===== config.mk =====
export PLATFORM = sky130hd
export DESIGN_NAME = ring_ctrl
export DESIGN_NICKNAME = d
export VERILOG_FILES = /design/src/rtl/ring_ctrl.sv
export SDC_FILE = /design/constraint.sdc
export NUM_CORES = 1
export LEC_CHECK = 0
export ABC_CLOCK_PERIOD_IN_PS = 2900
export CAP_MARGIN = 20
export CELL_PAD_IN_SITES_DETAIL_PLACEMENT = 1
export CELL_PAD_IN_SITES_GLOBAL_PLACEMENT = 2
export CORE_MARGIN = 8
export CORE_UTILIZATION = 26
export CTS_CLUSTER_SIZE = 8
export DETAILED_ROUTE_END_ITERATION = 6
export GPL_TIMING_DRIVEN = 0
export MAX_ROUTING_LAYER = met4
export PLACE_DENSITY = 0.95
export SLEW_MARGIN = 10
export SYNTH_ARGS = -nofsm -noshare
export SYNTH_HDL_FRONTEND = slang
export SYNTH_SLANG_ARGS = --single-unit

===== constraint.sdc =====
create_clock -name clk -period 2.9 [get_ports clk]
set_input_delay 0.87 -clock clk [delete_from_list [all_inputs] [get_ports clk]]
set_output_delay 0.87 -clock clk [all_outputs]
set_load 0.05 [all_outputs]

===== src/rtl/ring_ctrl.sv =====
// ring_ctrl: rotary-encoder LED ring controller (position, DOT/BAR pattern, invert, intensity, refresh pulse).
// Define RING_CTRL_LONGPRESS_EN for the short/long-press FSM; otherwise every press just toggles invert.
module ring_ctrl #(
    parameter int          NUM_LEDS    = 12,
    parameter int          WRAP        = 1,
    parameter int          LONG_CYCLES = 20000000,
    parameter logic [7:0]  INT_L0      = 8'd1,
    parameter logic [7:0]  INT_L1      = 8'd2,
    parameter logic [7:0]  INT_L2      = 8'd8,
    parameter logic [7:0]  INT_L3      = 8'd32,
    localparam int         POS_W       = $clog2(NUM_LEDS)
) (
    input  logic                clk,
    input  logic                res_n,
    input  logic                rot_up,
    input  logic                rot_dn,
    input  logic                push,
    input  logic [1:0]          intensity_in,
    output logic [NUM_LEDS-1:0] led_mask,
    output logic [7:0]          intensity_out,
    output logic [POS_W+1:0]    state_out,
    output logic                update
);
    localparam logic [POS_W-1:0] POS_MAX = POS_W'(NUM_LEDS - 1);
    logic [POS_W-1:0]    pos, pos_nxt;
    logic                inverted, inv_nxt, mode, mode_nxt, push_q, rise;
    logic [7:0]          int_nxt;
    logic [NUM_LEDS-1:0] pattern;

    assign rise = push & ~push_q;

    always_comb begin
        pos_nxt = pos;
        if (rot_up && !rot_dn)
            pos_nxt = (pos == POS_MAX) ? ((WRAP != 0) ? '0 : pos) : pos + 1'b1;
        else if (rot_dn && !rot_up)
            pos_nxt = (pos == '0) ? ((WRAP != 0) ? POS_MAX : pos) : pos - 1'b1;
    end

    assign int_nxt = (intensity_in == 2'd0) ? INT_L0 :
                     (intensity_in == 2'd1) ? INT_L1 :
                     (intensity_in == 2'd2) ? INT_L2 : INT_L3;

`ifdef RING_CTRL_LONGPRESS_EN
    typedef enum logic [1:0] {IDLE, PRESSED, HELD} state_t;
    localparam int CNT_W = $clog2(LONG_CYCLES);
    state_t           state, state_nxt;
    logic [CNT_W-1:0] cnt, cnt_nxt;

    always_comb begin
        state_nxt = state;
        cnt_nxt   = cnt;
        inv_nxt   = inverted;
        mode_nxt  = mode;
        case (state)
            IDLE: if (rise) begin
                state_nxt = PRESSED;
                cnt_nxt   = '0;
            end
            PRESSED: begin
                cnt_nxt = cnt + 1'b1;
                if (!push) begin
                    inv_nxt   = ~inverted;
                    state_nxt = IDLE;
                end else if (cnt == CNT_W'(LONG_CYCLES - 1)) begin
                    mode_nxt  = ~mode;
                    state_nxt = HELD;
                end
            end
            HELD:    if (!push) state_nxt = IDLE;
            default: state_nxt = IDLE;
        endcase
    end

    always_ff @(posedge clk or negedge res_n) begin
        if (!res_n) begin
            state <= IDLE;
            cnt   <= '0;
            mode  <= 1'b0;
        end else begin
            state <= state_nxt;
            cnt   <= cnt_nxt;
            mode  <= mode_nxt;
        end
    end
`else
    assign inv_nxt  = inverted ^ rise;
    assign mode     = 1'b0;
    assign mode_nxt = 1'b0;
`endif

    always_ff @(posedge clk or negedge res_n) begin
        if (!res_n) begin
            pos           <= '0;
            inverted      <= 1'b0;
            push_q        <= 1'b1;
            intensity_out <= INT_L0;
            update        <= 1'b0;
        end else begin
            pos           <= pos_nxt;
            inverted      <= inv_nxt;
            push_q        <= push;
            intensity_out <= int_nxt;
            update        <= (pos_nxt != pos) || (inv_nxt != inverted) ||
                             (mode_nxt != mode) || (int_nxt != intensity_out);
        end
    end

    // DOT lights only LED pos; BAR lights LEDs 0..pos
    always_comb begin
        pattern = '0;
        for (int i = 0; i < NUM_LEDS; i++)
            pattern[i] = mode ? (POS_W'(i) <= pos) : (POS_W'(i) == pos);
    end

    assign led_mask  = pattern ^ {NUM_LEDS{inverted}};
    assign state_out = {mode, inverted, pos};
endmodule


==> results of run 1 <==
==> flip-flops by register name (all words and copies together), names as in the netlist <==
signal,cells
pos,4
push_q,1
update,1
inverted,1
intensity_out,4
==> what timing repair did <==
action                     CTS  global route
setup endpoints to repair   12            10
buffers inserted             0             0
pin swaps                    0             0
gates resized for setup     17            14
==> synth_stat cells, drive strengths merged (3+ instances only) <==
library cell	n	area, um2
nand2	15	56.3
xnor2	13	114
buf	10	73.8
dfrtp	9	225
nor2	7	26.3
a21oi	5	28.8
ha	5	62.6
nor2b	4	25.0
and2	3	18.8
inv	3	11.3
nand3b	3	22.5
o21ai	3	15.0
==> worst paths after layout <==
kind,from,end,slack (ns),depth (start not counted)
worst max-delay path,pos[0],led_mask[0],0.09,5
worst min register to register,intensity_out[1],update,0.58,2
worst max register to register,pos[0],pos[0],1.20,6
min in group asynchronous,res_n,intensity_out[3],0.93,1
worst min-delay path,intensity_out[1],update,0.58,2
max in group asynchronous,res_n,push_q,1.61,1
==> logic make-up (layout without fill, tap and decap cells) <==
kind of cell / Yosys count / after routing / share of synthesized area
AO/OA/AOI/OAI: 15 / 15 / 0.114
buffers and inverters: 14 / 44 / 0.102
adder cells (fa/ha/maj): 5 / 5 / 0.0715
AND/OR/NAND/NOR: 42 / 42 / 0.250
flip-flops: 11 / 11 / 0.318
other: 1 / 5 / 0.00429
XOR/XNOR: 14 / 14 / 0.140
==> area by class of cell <==
class                           count  area (um2)  share of cell area
Inverter                            3        11.3             0.00929
Tap cell                           46        57.6              0.0475
Sequential cell                    11         278               0.229
Multi-Input combinational cell     81         533               0.440
Buffer                             11        77.6              0.0640
Clock buffer                        4        26.3              0.0217
Timing Repair Buffer               26         229               0.189
==> routing by layer <==
| metal | vias up | GRT usage |
|---|---|---|
| met4 | 0 | 0.0510 |
| met5 | - | - |
| met3 | 2 | 0.0337 |
| met1 | 373 | 0.0951 |
| met2 | 27 | 0.159 |
| li1 | 390 | - |
==> through the flow <==
| step | TNS, ns | hold slack (ns) | instances |
|---|---|---|---|
| final | 0 | 0.575 | 182 |
| after global routing | -0.00811 | 0.624 | 182 |
| after CTS | 0 | 0.586 | 182 |
| after detailed placement | -0.283 | 0.566 | 178 |
| after global placement | -0.198 | 0.546 | 178 |
| after floorplan | 0 | 0.574 | 106 |
==> critical path: stages, from the launching register on <==
cell     delay, ns
dfrtp_1       0.47
inv_1         0.19
ha_2          0.25
or3b_4        0.42
xnor2_2       0.14
buf_4         0.21
==> placed cells by master, fill, tap and decap left out, types with 4 or more instances in the layout <==
cell type and count:
clkdlybuf4s50_1 14, ha_1 4, a21oi_1 4, nor2_1 7
nor2b_1 4, dfrtp_1 9, xnor2_1 12, clkbuf_2 5
conb_1 5, nand2_1 15, buf_4 8
==> results.yml, run 1 <==
placed_design:
  placed_area_um2: 1210
  pre_cts_ws_ns: -0.283
  io_buffer_count: 26
  hpwl_um: 2000
  gp_congestion: 0.786
worst_setup_path:
  critical_path_arrival_ns: 1.94
  cp.required_ns: 2.03
  critPathLaunchType: "register"
  path_class: "reg2out"
  end_kind: "output pin"
  worstPathMaxFanout: 8
yosys:
  synth-edff-count: 0
  netlist_area_um2: 875
  yosys_warnings: 0
  ys_ff_latch: 11
  postSynthCellCount: 102
  synth_async_sr_flop_share: 1.00
  synth_cell_types: 34
  ys_seq_area_frac: 0.318
  avgSynthCellArea_um2: 8.57
  synth-main-ff-cell: "dfrtp_1"
floorplanning:
  die_x_um: 74
  design.die.area_um2: 5480
  dieHeight_um: 74
  core_area_um2: 3280
  io_pins: 34
  rows: 21
  initial_core_util: 0.266
finish:
  areaGrowthSynthToFinish_pct: 38.6
  diodes: 0
  final_area_um2: 1210
  num-nets-final: 149
  utilization: 0.369
  fillers: 410
  final_layout_size_suffix_gt1_frac: 0.184
grt:
  grt-ovfl-total: 0
  antenna_found_initial: 0
  grt_start_max_net_pins: 12
  grt_pass1_wl_um: 3970
  gr-usage-all-layers: 0.0952
  grt_pass1_vias: 846
timing:
  clock-skew-final_ns: 0.00286
  max_slew_margin: 0.649
  period_share: 0.970
  finalCriticalPeriod_ns: 2.81
  rsz0062_at_grt: "true"
  tightest_slew_ns: 0.525
  setup_slack_ns: 0.0856
  max_freq_mhz: 355
  setup_violations: 0
  hold_viol_final: 0
  finalMaxSlewViolations: 0
routing:
  num_vias: 792
  wl_per_cell_um: 13.2
  drtIter0Drc: 25
  drc: 0
  highest_layer: "met4"
  ant_nets: 0
  met3_length_um: 207
  met1_length_um: 965
  wl_met2_um: 1190
  wirelength_um: 2400
  dr.pass1.iters: 4
  avgViaCountPerCell: 4.35
cts:
  clk_latency_ns: 0.26
  cts_buffer_depth: 2
  htreeDepth: 1
  clock_sinks: 11
  cts_tree: "yes"
  clk_pin_slew_ns: 0.06
  cts_root_buffer: "clkbuf_4"
  cts_made_buffers: 3
  ctsHoldBuffers: 0
hold_path:
  hold_path.class: "reg2reg"
run_status:
  outcome: "finished, final reports clean"
job:
  maxCapViolations: 0
Power of run 1 is left out: the tool's default activity adds up to more than one toggle a clock period on the data nets, which glitch-free logic cannot reach.
==> inputs of run 2 (changes only) <==
Settings changed: CORE_MARGIN 8 to not set.
==> run 2 against run 1 <==
Wire length decreased by 12%. Sequential share of layout area decreased by 0.23 points. Fmax grew 0.56%. Final cell count shrank 1.1%. Non-clock buffer count did not move. Critical endpoint unchanged. Setup slack gained 0.016 ns. Highest routed layer unchanged. Critical path type unchanged. Global-route usage grew 4.8 points.
==> results.yml, run 2 (synthesis gave the netlist of run 1 again) <==
run_status:
  outcome: "finished, final reports clean"
finish:
  final_common_cell: "nand2_1"
  areaGrowthSynthToFinish_pct: 40.1
  layout_common_cells: "15 x nand2_1, 14 x clkdlybuf4s50_1, 12 x xnor2_1"
  num-nets-final: 149
  reg.largest.list: "intensity_out (4), pos (4)"
  ff_latch_area_um2: 278
  multi_input_area_um2: 533
  final_area_um2: 1220
  diodes: 0
  final_layout_size_suffix_gt1_frac: 0.154
  fillers: 376
placed_design:
  placed_area_um2: 1210
  pre_cts_ws_ns: -0.222
  hpwl_um: 1710
  io_buffer_count: 26
  gp_congestion: 0.752
timing:
  max_slew_margin: 0.663
  finalCriticalPeriod_ns: 2.80
  tns_ns: 0
  rsz0062_at_grt: "true"
  setup_slack_ns: 0.101
  finalMaxSlewViolations: 0
  max_freq_mhz: 357
  period_share: 0.965
  hold-worst-slack_ns: 0.563
  tightest_slew_ns: 0.504
  hold_viol_final: 0
  setup_violations: 0
  clock-skew-final_ns: 0.000500
worst_setup_path:
  path_class: "reg2out"
  end_kind: "output pin"
  crit_chain: "inv_1, ha_2, or3b_4, xnor2_2, clkbuf_4"
  rr_startpoint: "pos[0]"
  cp_slowest_cell: "dfrtp_1"
  worstPathMaxFanout: 8
  crit_family: "flip-flops"
  critical_path_arrival_ns: 1.93
  path_depth: 5
  critPathLaunchType: "register"
  reg2reg_to: "pos[0]"
  rrSetupSlack_ns: 1.21
  critPathBufInv: 2
  cp.required_ns: 2.03
  slowest_delay_ns: 0.46
  r2r_cells: 6
routing:
  drc: 0
  drtIter0Drc: 12
  avgViaCountPerCell: 4.43
  ant_nets: 0
  wl_per_cell_um: 11.7
  num_vias: 798
  dr.pass1.iters: 4
  wirelength_um: 2100
floorplanning:
  core_area_um2: 3130
  design.die.area_um2: 3600
  die_x_um: 60
  dieHeight_um: 60
  io_pins: 34
  rows: 20
  initial_core_util: 0.280
grt:
  met3_usage: 0.0346
  grt_pass1_vias: 804
  grt-busiest-layer: "met2"
  grt_util_met2: 0.235
  grt_start_max_net_pins: 12
  antenna_found_initial: 0
  use_met1: 0.178
  grt_pass1_wl_um: 3780
  grt-ovfl-total: 0
  gr-usage-all-layers: 0.143
cts:
  clk_latency_ns: 0.26
  cts_buffer_depth: 2
  cts_made_buffers: 3
  clk_pin_slew_ns: 0.06
  cts_root_buffer: "clkbuf_4"
  cts_tree: "yes"
  htreeDepth: 1
  clock_sinks: 11
hold_path:
  min_from: "intensity_out[1]"
  holdPathEnd: "update"
  hold_path_depth: 2
  hold_path.class: "reg2reg"
job:
  maxCapViolations: 0
[run 2: changes by cell type in the layout (fill, tap and decap cells not counted), sizes merged]
cell | before | now
dlygate4sd2 | 3 | 7
buf | 11 | 10
clkbuf | 10 | 7
[run 2: final cells by class]
class | instances | area share
Sequential cell | 11 | 0.227
Inverter | 3 | 0.00919
Clock buffer | 4 | 0.0215
Tap cell | 44 | 0.0449
Buffer | 11 | 0.0633
Multi-Input combinational cell | 81 | 0.435
Timing Repair Buffer | 26 | 0.199
[run 2: stage by stage]
step | cells | util
6_report | 180 | 0.392
5_1_grt | 180 | 0.392
4_1_cts | 180 | 0.390
3_5_place_dp | 176 | 0.388
3_3_place_gp | 176 | 0.388
2_1_floorplan | 106 | -
[run 2: worst max path at each step]
stage / from / slack (ns) / end
2_1_floorplan: pos[3] / 0.05 / led_mask[11]
3_3_place_gp: pos[0] / -0.21 / led_mask[0]
3_5_place_dp: pos[1] / -0.22 / led_mask[0]
4_1_cts: pos[1] / 0.02 / led_mask[0]
5_1_grt: pos[1] / -0.01 / led_mask[0]
6_report: pos[0] / 0.10 / led_mask[0]
[run 2: worst register-to-register path, cell delays in order (launching register included)]
cell     delay (ns)
dfrtp_1        0.46
inv_1          0.17
ha_2           0.25
or3b_4         0.42
a21oi_2        0.14
nor2_1         0.05
a21oi_1        0.13
[run 2: routing by layer]
metal	up-vias	wire [um]
met5	-	0
met4	0	9
met3	2	103
met2	32	977
met1	376	1010
li1	388	-
[run 2: what timing repair did]
action,CTS,global route
hold buffers,0,0
resized for setup,16,7
buffers inserted,0,0
endpoints found under the setup margin,12,6
Power of run 2 is left out for the same reason.
